`src/rtl/dec_entry.sv`:
```
// ---------------------------------------------------------------------------
// dec_entry
// Signed decimal keypad entry. Digits are accumulated into an unsigned
// magnitude with a separate sign flag; the two's complement view of the entry
// is presented on `value` for the display, and `enter` commits it to `result`.
// Out-of-range digits and sign flips that would leave the 8-bit
// two's complement range are rejected with a one-cycle `err` pulse.
//
// Ports
//   clk          : system clock, all state updates on posedge
//   rst          : synchronous active-high reset
//   digit_valid  : one-cycle strobe qualifying `digit`
//   digit        : BCD digit value (values > 9 are rejected)
//   neg_toggle   : one-cycle strobe, flips the sign of the entry
//   clear        : one-cycle strobe, discards the entry
//   enter        : one-cycle strobe, commits the entry
//   value        : current entry as two's complement
//   active       : high while an entry is in progress
//   result       : last committed value, held until the next commit
//   result_valid : one-cycle pulse marking a new result
//   err          : one-cycle pulse marking a rejected strobe
// ---------------------------------------------------------------------------
module dec_entry #(
    parameter int MAX_DIGITS = 3
) (
    input  logic       clk,
    input  logic       rst,
    input  logic       digit_valid,
    input  logic [3:0] digit,
    input  logic       neg_toggle,
    input  logic       clear,
    input  logic       enter,
    output logic [7:0] value,
    output logic       active,
    output logic [7:0] result,
    output logic       result_valid,
    output logic       err
);

    localparam int CW = $clog2(MAX_DIGITS + 1);

    typedef enum logic {
        IDLE,
        ENTRY
    } state_e;

    state_e        state_q, state_d;
    logic [7:0]    mag_q, mag_d;
    logic          neg_q, neg_d;
    logic [CW-1:0] cnt_q, cnt_d;
    logic [7:0]    result_q, result_d;
    logic          result_valid_q, result_valid_d;
    logic          err_q, err_d;

    // 11 bits hold the worst case 128*10 + 9 without wrapping.
    logic [10:0]   new_mag;
    logic [10:0]   limit;

    // Negative entries may reach 128 (-128); positive ones stop at 127.
    assign new_mag = ({3'b000, mag_q} * 11'd10) + {7'b0000000, digit};
    assign limit   = neg_q ? 11'd128 : 11'd127;

    always_comb begin
        // NOTE: every _d gets a default before any branch so no path can
        // leave it unassigned and infer a latch.
        state_d        = state_q;
        mag_d          = mag_q;
        neg_d          = neg_q;
        cnt_d          = cnt_q;
        result_d       = result_q;
        result_valid_d = 1'b0;
        err_d          = 1'b0;

        // Strobe priority: clear > enter > neg_toggle > digit_valid.
        // Lower-priority strobes in the same cycle are silently dropped.
        if (clear) begin
            state_d = IDLE;
            mag_d   = 8'd0;
            neg_d   = 1'b0;
            cnt_d   = '0;
        end else if (enter) begin
            if (state_q == ENTRY) begin
                result_d       = value;
                result_valid_d = 1'b1;
                state_d        = IDLE;
                mag_d          = 8'd0;
                neg_d          = 1'b0;
                cnt_d          = '0;
            end
        end else if (neg_toggle) begin
            // -128 has no positive counterpart in 8-bit two's complement.
            if (neg_q && (mag_q == 8'd128)) begin
                err_d = 1'b1;
            end else begin
                neg_d   = ~neg_q;
                state_d = ENTRY;
            end
        end else if (digit_valid) begin
            if (digit > 4'd9) begin
                err_d = 1'b1;
            end else if ((new_mag > limit) ||
                         ((cnt_q == CW'(MAX_DIGITS)) && (new_mag != 11'd0))) begin
                err_d = 1'b1;
            end else begin
                mag_d   = new_mag[7:0];
                state_d = ENTRY;
                // Leading zeros do not consume a significant-digit slot.
                if (new_mag != 11'd0) begin
                    cnt_d = cnt_q + CW'(1);
                end
            end
        end
    end

    always_ff @(posedge clk) begin
        // NOTE: state is written with non-blocking assignments so every flop
        // samples the pre-edge values regardless of statement order.
        if (rst) begin
            state_q        <= IDLE;
            mag_q          <= 8'd0;
            neg_q          <= 1'b0;
            cnt_q          <= '0;
            result_q       <= 8'd0;
            result_valid_q <= 1'b0;
            err_q          <= 1'b0;
        end else begin
            state_q        <= state_d;
            mag_q          <= mag_d;
            neg_q          <= neg_d;
            cnt_q          <= cnt_d;
            result_q       <= result_d;
            result_valid_q <= result_valid_d;
            err_q          <= err_d;
        end
    end

    assign value        = neg_q ? (~mag_q + 8'd1) : mag_q;
    assign active       = (state_q == ENTRY);
    assign result       = result_q;
    assign result_valid = result_valid_q;
    assign err          = err_q;

endmodule

```
`config.mk`:
```
export PLATFORM = sky130hd
export DESIGN_NAME = dec_entry
export DESIGN_NICKNAME = d
export VERILOG_FILES = /design/src/rtl/dec_entry.sv
export SDC_FILE = /design/constraint.sdc
export NUM_CORES = 1
export LEC_CHECK = 0
export BUFFER_PORTS_ARGS = -buffer_cell sky130_fd_sc_hd__buf_2
export CELL_PAD_IN_SITES_DETAIL_PLACEMENT = 0
export CELL_PAD_IN_SITES_GLOBAL_PLACEMENT = 1
export CORE_ASPECT_RATIO = 0.6
export CORE_MARGIN = 2
export CORE_UTILIZATION = 38
export CTS_CLUSTER_DIAMETER = 150
export DETAILED_ROUTE_END_ITERATION = 8
export PLACE_DENSITY_LB_ADDON = 0.1
export SLEW_MARGIN = 40
export SYNTH_ARGS = -nofsm -noshare
export SYNTH_HDL_FRONTEND = slang
export SYNTH_SLANG_ARGS = --single-unit
export TNS_END_PERCENT = 100
```
`constraint.sdc`:
```
create_clock -name clk -period 3.7 [get_ports clk]
set_input_delay 0.74 -clock clk [delete_from_list [all_inputs] [get_ports clk]]
set_output_delay 0.74 -clock clk [all_outputs]
set_load 0.1 [all_outputs]
```
==> results.md <==
- CP max-delay cell: fa_2
- Clk slew on worst S/H paths: 80 ps
- Clk root buf: clkbuf_8
- CTS sink cnt: 22
- Outcome: finished, violations left
- Crit path top cell by count: ha_4
- Cell with the most instances after synthesis: nand2_1
- Non-Filler Instances: 335
- Final Max Tran Viols: 0
- Final Setup Violations: 8
- Synth Cell Area: 1857 um^2
- Die area: 5480 um^2
- Drt total wl: 5146 um
- Final period util: 101.0%
- Slew HR: 60.70%
- RSZ-0062 raised after global routing: true
- Largest net degree at the start of global routing: 16
- Synth cell types: 51
- Hold Crit Class: reg2reg
- Post-synth top area share: 23.72%
- Post-DP HPWL: 4060 um
- First-pass GRT wire length: 8224 um
- Worst Hold Launch: result[6]
- Hold WS: 474.5 ps
- Reg-to-Reg Start: mag_q[3]
- Max Cap Viol: 0
- Seq pwr share: 44.6%
- Antenna viol nets, final: 0
- Later-pin clock latency in the skew report: 260 ps
- Fraction of registers with async set/reset: 0%
- Worst hold path depth: 2
- Synth warn: 0
- Worst-case register-to-register setup slack: -40 ps
- Port bufs: 28
- WL/cell: 15.36 um
- Hold Crit Endpoint: result[6]
- Post-synth EDFFs: 0
- Sequential share of the synthesized area: 23.72%
- Pre-CTS WS: -150.5 ps
- Most instantiated cells after synthesis: 34 x nand2_1, 25 x ha_1, 22 x dfxtp_1
- R2R cell count: 15
- Via Count: 1768
- Syn_area_per_cell: 8.364 um^2
- Critical path, cell by cell: ha_4 -> ha_4 -> fa_2 -> nand2_4 -> nor3_4 -> xnor3_2 -> ha_4 -> nand3_2 -> nor2_2 -> a221o_1 -> a211o_1 -> a311oi_2 -> nand4b_1 -> buf_6 -> mux2i_1
- Iter 0 DRT Violations: 99
- # rows: 19
- Mapped Cells: 222
- NetSw: 129.4 uW
- Syn nets: 259
- Cts bufs inserted: 3
- CTS max path bufs: 2
- Inserted Diodes: 0
- LEAKAGE: 1.207 nW
- Cell Pwr Density: 215.8 nW/um^2
- Failing checks: setup timing
- Post-synthesis register bit count: 22
- Clk pwr share: 42.3%
- Critical path type: reg2reg
- Main synth FF type: dfxtp_1
- CP startpoint kind: flip-flop
- Hold Fails Final Rpt: 0
- GP Congestion: 0.8209
- CP arrival: 3930 ps
- Vias in the first global route: 1620
- Max rail drop VDD: 147.2 uV
- Total Power: 536.6 uW
- CP Capture Type: flip-flop
- Fmax: 267.5 MHz
- Top post-synthesis cells by area: dfxtp_1 24%, ha_1 17%, nand2_1 6.9%, mux2i_1 5.9%, xnor2_1 5.7%
- DR vias/cell: 5.278
- Total track usage: 19.52%
- Crit Path Max Fanout: 8
- Final core occ: 53.63%
- Initial core utilization: 40.05%
- Setup WS post-layout: -38.67 ps
- Internal cell power: 407.3 uW
- Max incr delay on CP: 580 ps
- Worst Skew: 2.999 ps
- Worst R2R End: mag_q[4]
- Initial antenna violation count: 0
- Number of H-tree levels: 1
- Net count, final: 310
- Crit path required time: 3890 ps
- Share of cells above drive strength 1: 31.99%
- Global route overflow: 0
- Die W: 94.24 um
- Largest area contributor in the netlist: dfxtp_1
- CTS tree: done
- Initial DRT Pass Iterations: 5
- Die height: 58.15 um
- Drc violations: 0
- Ports: 29
- Post-synthesis to final-layout area growth: 33.89%
- Combinational power share: 13.0%
- Switching share of power: 24.11%
- Slew @ Worst Pin: 587.3 ps
- Tmin final: 3739 ps
- Core area: 4636 um^2
- CTS Hold Bufs: 0
- Cell count after placement: 329
power groups by stage:
stage	sequential, mW	clock [mW]	combinational, mW
floorplan	0.252	0	0.0355
global placement	0.246	0	0.0625
detailed placement	0.247	0	0.0623
CTS	0.240	0.232	0.0641
global route	0.240	0.245	0.0760
finish	0.240	0.227	0.0699
metal layers:
layer / global-route usage, % / up-vias / part of all wire [%]
met5: 0 / - / 0
li1: - / 904 / -
met1: 33.15 / 820 / 57
met2: 25.00 / 44 / 38
met3: 4.161 / 0 / 5.1
met4: 1.863 / 0 / 0
worst max path at each step:
stage	cells after the start	startpoint	to
finish	15	mag_q[3]	mag_q[4]
global placement	15	mag_q[1]	mag_q[1]
CTS	15	mag_q[1]	mag_q[4]
detailed placement	15	digit[1]	mag_q[4]
global route	15	mag_q[3]	mag_q[4]
floorplan	15	mag_q[1]	mag_q[1]
what timing repair did:
item,4_1_cts,5_1_grt
pin swaps,7,14
resized for setup,14,18
setup endpoints to repair,11,12
buffers inserted,0,2
stage by stage:
| step | area (um^2) | TNS, ps |
|---|---|---|
| finish | 2486 | -152.5 |
| global route | 2486 | -1241 |
| CTS | 2385 | -279.8 |
| detailed placement | 2228 | -1333 |
| global placement | 2223 | -1924 |
| floorplan | 1874 | 0 |
critical path, delay by kind of cell, from the launching register on:
| kind | cells | cell delay (ps) |
|---|---|---|
| fa+ha+maj | 4 | 1220 |
| compound gates | 3 | 870 |
| simple gates | 5 | 540 |
| flops | 1 | 340 |
| xor+xnor | 1 | 330 |
| buf+inv | 1 | 180 |
| mux | 1 | 160 |
flip-flops by register name (all words and copies together), names as in the netlist:
signal	flops
mag_q	8
result	8
cnt_q	2
active	1
err	1
neg_q	1
result_valid	1
cells in the final DEF, fill, tap and decap left out, types with 5 or more instances in the layout:
cell type,count
nor3_1,6
nand2_1,33
nand2b_1,5
a21oi_1,9
ha_4,5
xnor2_1,9
o21ai_0,14
ha_1,19
mux2i_1,11
buf_2,28
nor2_1,9
buf_4,23
inv_1,6
dfxtp_1,19
cells by family after synthesis:
kind of cell	count (synthesis)	synth area share [%]
flip-flops	22	23.72
XOR/XNOR	16	8.289
buffers and inverters	12	3.099
AO/OA/AOI/OAI	45	15.63
AND/OR/NAND/NOR	89	24.33
multiplexers	11	5.930
adder cells (fa/ha/maj)	27	19.00
cell type report:
class                      instances  area (um^2)
tap                               63        78.83
timing repair buffer              52        324.1
fill                             439         2150
sequential                        22        449.2
clock inverter                     1        30.03
clock buffer                       3        41.29
multi-input combinational        188         1540
inverter                           6        22.52
No activity file was read; power rests on OpenSTA's default activity.
